===== src/rtl/mult16_seq_ctrl.sv =====
// 16x16 unsigned sequential shift-add multiplier.
// A single 16-bit carry-lookahead adder is sequenced over 16 iterations.
// Each iteration is ADD then SHIFT. With SKIP_ZERO=1, an iteration whose
// multiplier LSB is 0 shifts directly from ADD.

// 16-bit two-level carry-lookahead adder built from four 4-bit groups.
module lookahead_adder (
    input  logic [15:0] a,
    input  logic [15:0] b,
    input  logic        cin,
    output logic [15:0] s,
    output logic        cout
);
    logic [15:0] g;
    logic [15:0] p;
    logic [3:0]  gg;
    logic [3:0]  gp;
    logic [3:0]  gc;

    assign g = a & b;
    assign p = a ^ b;

    generate
        for (genvar gi = 0; gi < 4; gi++) begin : g_grp
            logic [3:0] gl;
            logic [3:0] pl;
            logic [3:0] cc;

            assign gl = g[4*gi +: 4];
            assign pl = p[4*gi +: 4];

            // In-group carries are expanded fully so that no carry ripples inside a nibble.
            assign cc[0] = gc[gi];
            assign cc[1] = gl[0] | (pl[0] & cc[0]);
            assign cc[2] = gl[1] | (pl[1] & gl[0]) | (pl[1] & pl[0] & cc[0]);
            assign cc[3] = gl[2] | (pl[2] & gl[1]) | (pl[2] & pl[1] & gl[0])
                         | (pl[2] & pl[1] & pl[0] & cc[0]);

            assign s[4*gi +: 4] = pl ^ cc;

            assign gg[gi] = gl[3] | (pl[3] & gl[2]) | (pl[3] & pl[2] & gl[1])
                          | (pl[3] & pl[2] & pl[1] & gl[0]);
            assign gp[gi] = &pl;
        end
    endgenerate

    // The second-level lookahead produces the group carry-ins and the final carry-out.
    assign gc[0] = cin;
    assign gc[1] = gg[0] | (gp[0] & cin);
    assign gc[2] = gg[1] | (gp[1] & gg[0]) | (gp[1] & gp[0] & cin);
    assign gc[3] = gg[2] | (gp[2] & gg[1]) | (gp[2] & gp[1] & gg[0])
                 | (gp[2] & gp[1] & gp[0] & cin);
    assign cout  = gg[3] | (gp[3] & gg[2]) | (gp[3] & gp[2] & gg[1])
                 | (gp[3] & gp[2] & gp[1] & gg[0])
                 | (gp[3] & gp[2] & gp[1] & gp[0] & cin);
endmodule

module mult16_seq_ctrl #(
    parameter int SKIP_ZERO = 0
) (
    input  logic        Clk,
    input  logic        Reset_n,
    input  logic        start,
    input  logic [15:0] mcand,
    input  logic [15:0] mplier,
    output logic        busy,
    output logic        done,
    output logic [31:0] product
);
    typedef enum logic [1:0] {
        IDLE  = 2'd0,
        ADD   = 2'd1,
        SHIFT = 2'd2,
        DONE  = 2'd3
    } state_t;

    state_t      state_reg, state_next;
    logic [15:0] m_reg, m_next;
    logic [15:0] hi_reg, hi_next;
    logic [15:0] lo_reg, lo_next;
    logic        c_reg, c_next;
    logic [3:0]  cnt_reg, cnt_next;
    logic [31:0] product_reg, product_next;

    logic [15:0] sum;
    logic        sum_cout;
    logic        skip_add;
    logic        do_shift;
    logic        last_iter;

    lookahead_adder u_adder (
        .a    (hi_reg),
        .b    (m_reg),
        .cin  (1'b0),
        .s    (sum),
        .cout (sum_cout)
    );

    // In ADD with a zero multiplier bit, skip mode folds the shift into ADD.
    assign skip_add  = (SKIP_ZERO != 0) && (state_reg == ADD) && !lo_reg[0];
    assign do_shift  = (state_reg == SHIFT) || skip_add;
    assign last_iter = (cnt_reg == 4'd15);

    // State register
    always_ff @(posedge Clk) begin
        if (!Reset_n) begin
            state_reg <= IDLE;
        end else begin
            state_reg <= state_next;
        end
    end

    // Next-state logic
    always_comb begin
        state_next = state_reg;
        case (state_reg)
            IDLE:    if (start) state_next = ADD;
            ADD:     if (skip_add) state_next = last_iter ? DONE : ADD;
                     else          state_next = SHIFT;
            SHIFT:   state_next = last_iter ? DONE : ADD;
            DONE:    state_next = IDLE;
            default: state_next = IDLE;
        endcase
    end

    // Handshake outputs decoded from the state
    always_comb begin
        busy = (state_reg == ADD) || (state_reg == SHIFT);
        done = (state_reg == DONE);
    end

    assign product = product_reg;

    // Datapath next values: operand capture, conditional add, right shift of {c,hi,lo}
    always_comb begin
        m_next       = m_reg;
        hi_next      = hi_reg;
        lo_next      = lo_reg;
        c_next       = c_reg;
        cnt_next     = cnt_reg;
        product_next = product_reg;

        if (state_reg == IDLE && start) begin
            m_next   = mcand;
            lo_next  = mplier;
            hi_next  = 16'd0;
            c_next   = 1'b0;
            cnt_next = 4'd0;
        end else if (do_shift) begin
            hi_next = {c_reg, hi_reg[15:1]};
            lo_next = {hi_reg[0], lo_reg[15:1]};
            c_next  = 1'b0;
            if (!last_iter) begin
                cnt_next = cnt_reg + 4'd1;
            end
        end else if (state_reg == ADD) begin
            if (lo_reg[0]) begin
                hi_next = sum;
                c_next  = sum_cout;
            end else begin
                c_next  = 1'b0;
            end
        end

        // The product is loaded on the edge that enters DONE, so it is visible with done.
        if (state_next == DONE && state_reg != DONE) begin
            product_next = {hi_next, lo_next};
        end
    end

    // Datapath registers
    always_ff @(posedge Clk) begin
        if (!Reset_n) begin
            m_reg       <= 16'd0;
            hi_reg      <= 16'd0;
            lo_reg      <= 16'd0;
            c_reg       <= 1'b0;
            cnt_reg     <= 4'd0;
            product_reg <= 32'd0;
        end else begin
            m_reg       <= m_next;
            hi_reg      <= hi_next;
            lo_reg      <= lo_next;
            c_reg       <= c_next;
            cnt_reg     <= cnt_next;
            product_reg <= product_next;
        end
    end
endmodule


===== config.mk =====
export PLATFORM = sky130hd
export DESIGN_NAME = mult16_seq_ctrl
export DESIGN_NICKNAME = d
export VERILOG_FILES = /design/src/rtl/mult16_seq_ctrl.sv
export SDC_FILE = /design/constraint.sdc
export NUM_CORES = 1
export LEC_CHECK = 0
export ABC_CLOCK_PERIOD_IN_PS = 4600
export CORE_MARGIN = 4
export CORE_UTILIZATION = 58
export DETAILED_ROUTE_END_ITERATION = 10
export PLACE_DENSITY = 0.92
export REMOVE_ABC_BUFFERS = 1
export SLEW_MARGIN = 30
export SYNTH_ARGS = -nofsm -noshare
export SYNTH_HDL_FRONTEND = slang
export SYNTH_SLANG_ARGS = --single-unit

===== constraint.sdc =====
create_clock -name Clk -period 4.6 [get_ports Clk]
set_input_delay 0.92 -clock Clk [delete_from_list [all_inputs] [get_ports Clk]]
set_output_delay 0.92 -clock Clk [all_outputs]
set_load 0.05 [all_outputs]

==> flow_metrics.tcl <==
set metrics [dict create \
    run_status "finished, final reports clean" \
    initial_utilization_pct 59.8 \
    final_core_util_pct 72.2 \
    ys_seq_area_share_pct 40.1 \
    site_rows 31 \
    ctsHoldBuffers 0 \
    switching_power_w 0.000530 \
    cts-buffers-inserted 9 \
    synth_top_area_cell "dfxtp_1" \
    p_seq_share_pct 49.3 \
    detail_route.drc_violations 0 \
    path_type_of_the_worst_setup_path "flip-flop to flip-flop" \
    design_power_total_w 0.00165 \
    syn-cell-area_um2 4340 \
    synth_seq_cells 87 \
    num_vias 3688 \
    period_needed_ns 2.97 \
    largest_register_ff_count 32 \
    final_layout_size_suffix_gt1_share_pct 6.26 \
    hold_slack_ns 0.456 \
    die_height_um 94.5 \
    post-synth-top-area-fraction_pct 40.1 \
    maxSlewViolCount 0 \
    internal_power_w 0.00112 \
    cts.repair.resized 0 \
    io_count 69 \
    p_leak_nw 2.03 \
    grt_start_max_net_pins 57 \
    synth-main-ff-cell "dfxtp_1" \
    worst_skew_pair.late_latency_ns 0.38 \
    core_region_area_um2 7250 \
    critical_path.startpoint_type "flip-flop" \
    finalHoldViolations 0 \
    swShare_pct 32.0 \
    yosysUniqueCellTypes 45 \
    critical_path.endpoint_type "flip-flop" \
    antenna_found_initial 0 \
    rsz0062_at_grt "false" \
    first_global_vias 3744 \
    grt_overflow_total 0 \
    clkTransAtPathRegs_ns 0.09 \
    layout.cells.non_filler 658 \
    multi_input_area_um2 2450 \
    setup-violations-final 0 \
    cts.sink_count 87 \
    dp.final_hpwl_mm 6.86 \
    dr.first_iter.drc_count 171 \
    critical_path_peak_fanout 5 \
    synthesis.instances 502 \
    post_synth_main_area_contributors "dfxtp_1 40%, nand2_1 9.3%, a21boi_0 6.4%, ha_1 6.3%, mux2i_1 5.1%" \
    die_area_um2 8930 \
    antenna_cells 0 \
    die-width_um 94.5 \
    yosys_warnings 0 \
    layout-area-overhead-vs-synth_pct 20.7 \
    fin_skew_ns 0.0135 \
    synth-async-reset-ratio_pct 0 \
    layout.area.seq_um2 1740 \
    synth_enable_flop_cells 0 \
    wl_per_cell_um 15.3 \
    post_route_clock_period_utilization_pct 64.6 \
    cts.path.max_buffers 2 \
    worst_ir_drop_vdd_v 0.000253 \
    clk_root_buffer_cell "clkbuf_8" \
    worstHoldPathType "flip-flop to flip-flop" \
    worst_ep_required_time_ns 4.91 \
    number_of_max_cap_violations 0 \
    port_buffers 68 \
    share_comb_of_total_power_pct 18.7 \
    globalplace.congestion 0.851 \
    achievable-frequency_ghz 0.337 \
    cts_tree "done" \
    routed_wl_mm 10.0 \
    cp.arrival_ns 3.29 \
    cts-htree-levels 3 \
    power.share.clock_pct 32.0 \
    route.detailed.vias_per_inst 5.60 \
    grt_pass1_wl_mm 16.7 \
    worst_slew_margin_rel_pct 51.5 \
    drt-pass1-iter-count 4 \
    drtAntennaViolNets 0 \
    syn_area_per_cell_um2 8.64 \
    pwr_dens_nw_per_um2 316 \
    instance_count_after_placement_with_tap_cells_included 642 \
    max_slew.worst_pin.slew_ns 0.728 \
    layout.filler_cells 555 \
    grt.total_usage_pct 23.5 \
    setup-tns-final_ns 0 \
    postCtsSetupRepairBufs 0 \
    final_nets 615 \
]
[per-layer routing]
layer	track usage, %	wire, µm	vias to the layer above
li1	-	-	1846
met1	26.6	4220	1739
met2	42.4	5140	92
met3	6.53	531	11
met4	7.93	140	0
met5	0	0	-
[synthesized netlist by cell type (2+ instances only)]
library cell / n
a21oi_1: 19
and3_1: 8
nand2_1: 107
mux2i_1: 22
buf_2: 7
nand3_1: 14
o31ai_2: 3
a211oi_2: 2
and2_1: 19
nor3_1: 7
o41ai_2: 2
xnor2_1: 7
a21boi_0: 37
a21o_1: 7
fa_1: 4
xor2_1: 2
nor2b_1: 3
or3_1: 6
a41oi_1: 2
a211oi_1: 6
dfxtp_1: 87
o31ai_1: 2
nor3b_1: 4
buf_6: 2
o21ai_0: 28
a311oi_1: 3
a21boi_1: 5
clkbuf_1: 22
nor2_1: 24
inv_1: 5
ha_1: 22
[cell usage in the layout (no fill, tap or decap), drive strengths merged, types with 8 or more instances in the layout]
cell type / instances
and2: 19
a21oi: 19
mux2i: 22
ha: 22
inv: 11
clkbuf: 9
nor3: 8
nand2: 107
and3: 8
o21ai: 29
nand3: 14
a211oi: 8
a21boi: 42
dfxtp: 87
nor2: 24
clkdlybuf4s50: 67
[power by group through the flow]
stage	clock (W)	combinational, W	sequential, W
finish	0.000530	0.000309	0.000816
global placement	0	0.000293	0.000831
detailed placement	0	0.000304	0.000833
CTS	0.000537	0.000307	0.000816
floorplan	0	0.000176	0.000848
global route	0.000569	0.000339	0.000820
[final timing paths]
kind,to,startpoint,cells past startpoint,slack (ns)
worst max register to register,product[29]$_SDFFE_PN0P_,m_reg[5]$_SDFFE_PN0P_,11,1.63
worst max-delay path,product[29]$_SDFFE_PN0P_,m_reg[5]$_SDFFE_PN0P_,11,1.63
worst min register to register,product[21]$_SDFFE_PN0P_,product[21]$_SDFFE_PN0P_,2,0.46
worst min-delay path,product[21]$_SDFFE_PN0P_,product[21]$_SDFFE_PN0P_,2,0.46
[cell type report]
| class | count | area share [%] |
|---|---|---|
| multi-input cells | 379 | 46.8 |
| flip-flops and latches | 87 | 33.3 |
| repair buffers | 72 | 13.5 |
| clock buffers | 9 | 2.37 |
| well taps | 99 | 2.37 |
| clock inverters | 7 | 1.34 |
| inverters | 5 | 0.358 |
[cells by family (layout without fill, tap and decap cells)]
kind of cell / after synthesis / count (layout) / share of synthesized area, %
adder cells (fa/ha/maj): 26 / 26 / 8.19
flip-flops: 87 / 87 / 40.1
AO/OA/AOI/OAI: 124 / 124 / 20.1
multiplexers: 23 / 23 / 5.33
buffers and inverters: 36 / 93 / 3.66
XOR/XNOR: 9 / 9 / 1.82
AND/OR/NAND/NOR: 197 / 197 / 20.7
[worst max-delay path, cell delays in order (launching register included)]
cell	delay [ns]
dfxtp_1	0.33
ha_1	0.38
a21oi_1	0.24
o21ai_0	0.19
a211oi_2	0.38
nor2_1	0.11
fa_1	0.39
xnor2_1	0.13
a211oi_1	0.23
a21oi_1	0.08
or3_1	0.34
a21boi_1	0.12
[stage by stage]
step / area (µm²) / worst slack, ns
floorplan: 4200 / 1.36
global placement: 5030 / 1.62
detailed placement: 5030 / 1.50
CTS: 5230 / 1.48
global route: 5240 / 1.51
finish: 5240 / 1.63
Power figures use the tool's default switching activity.
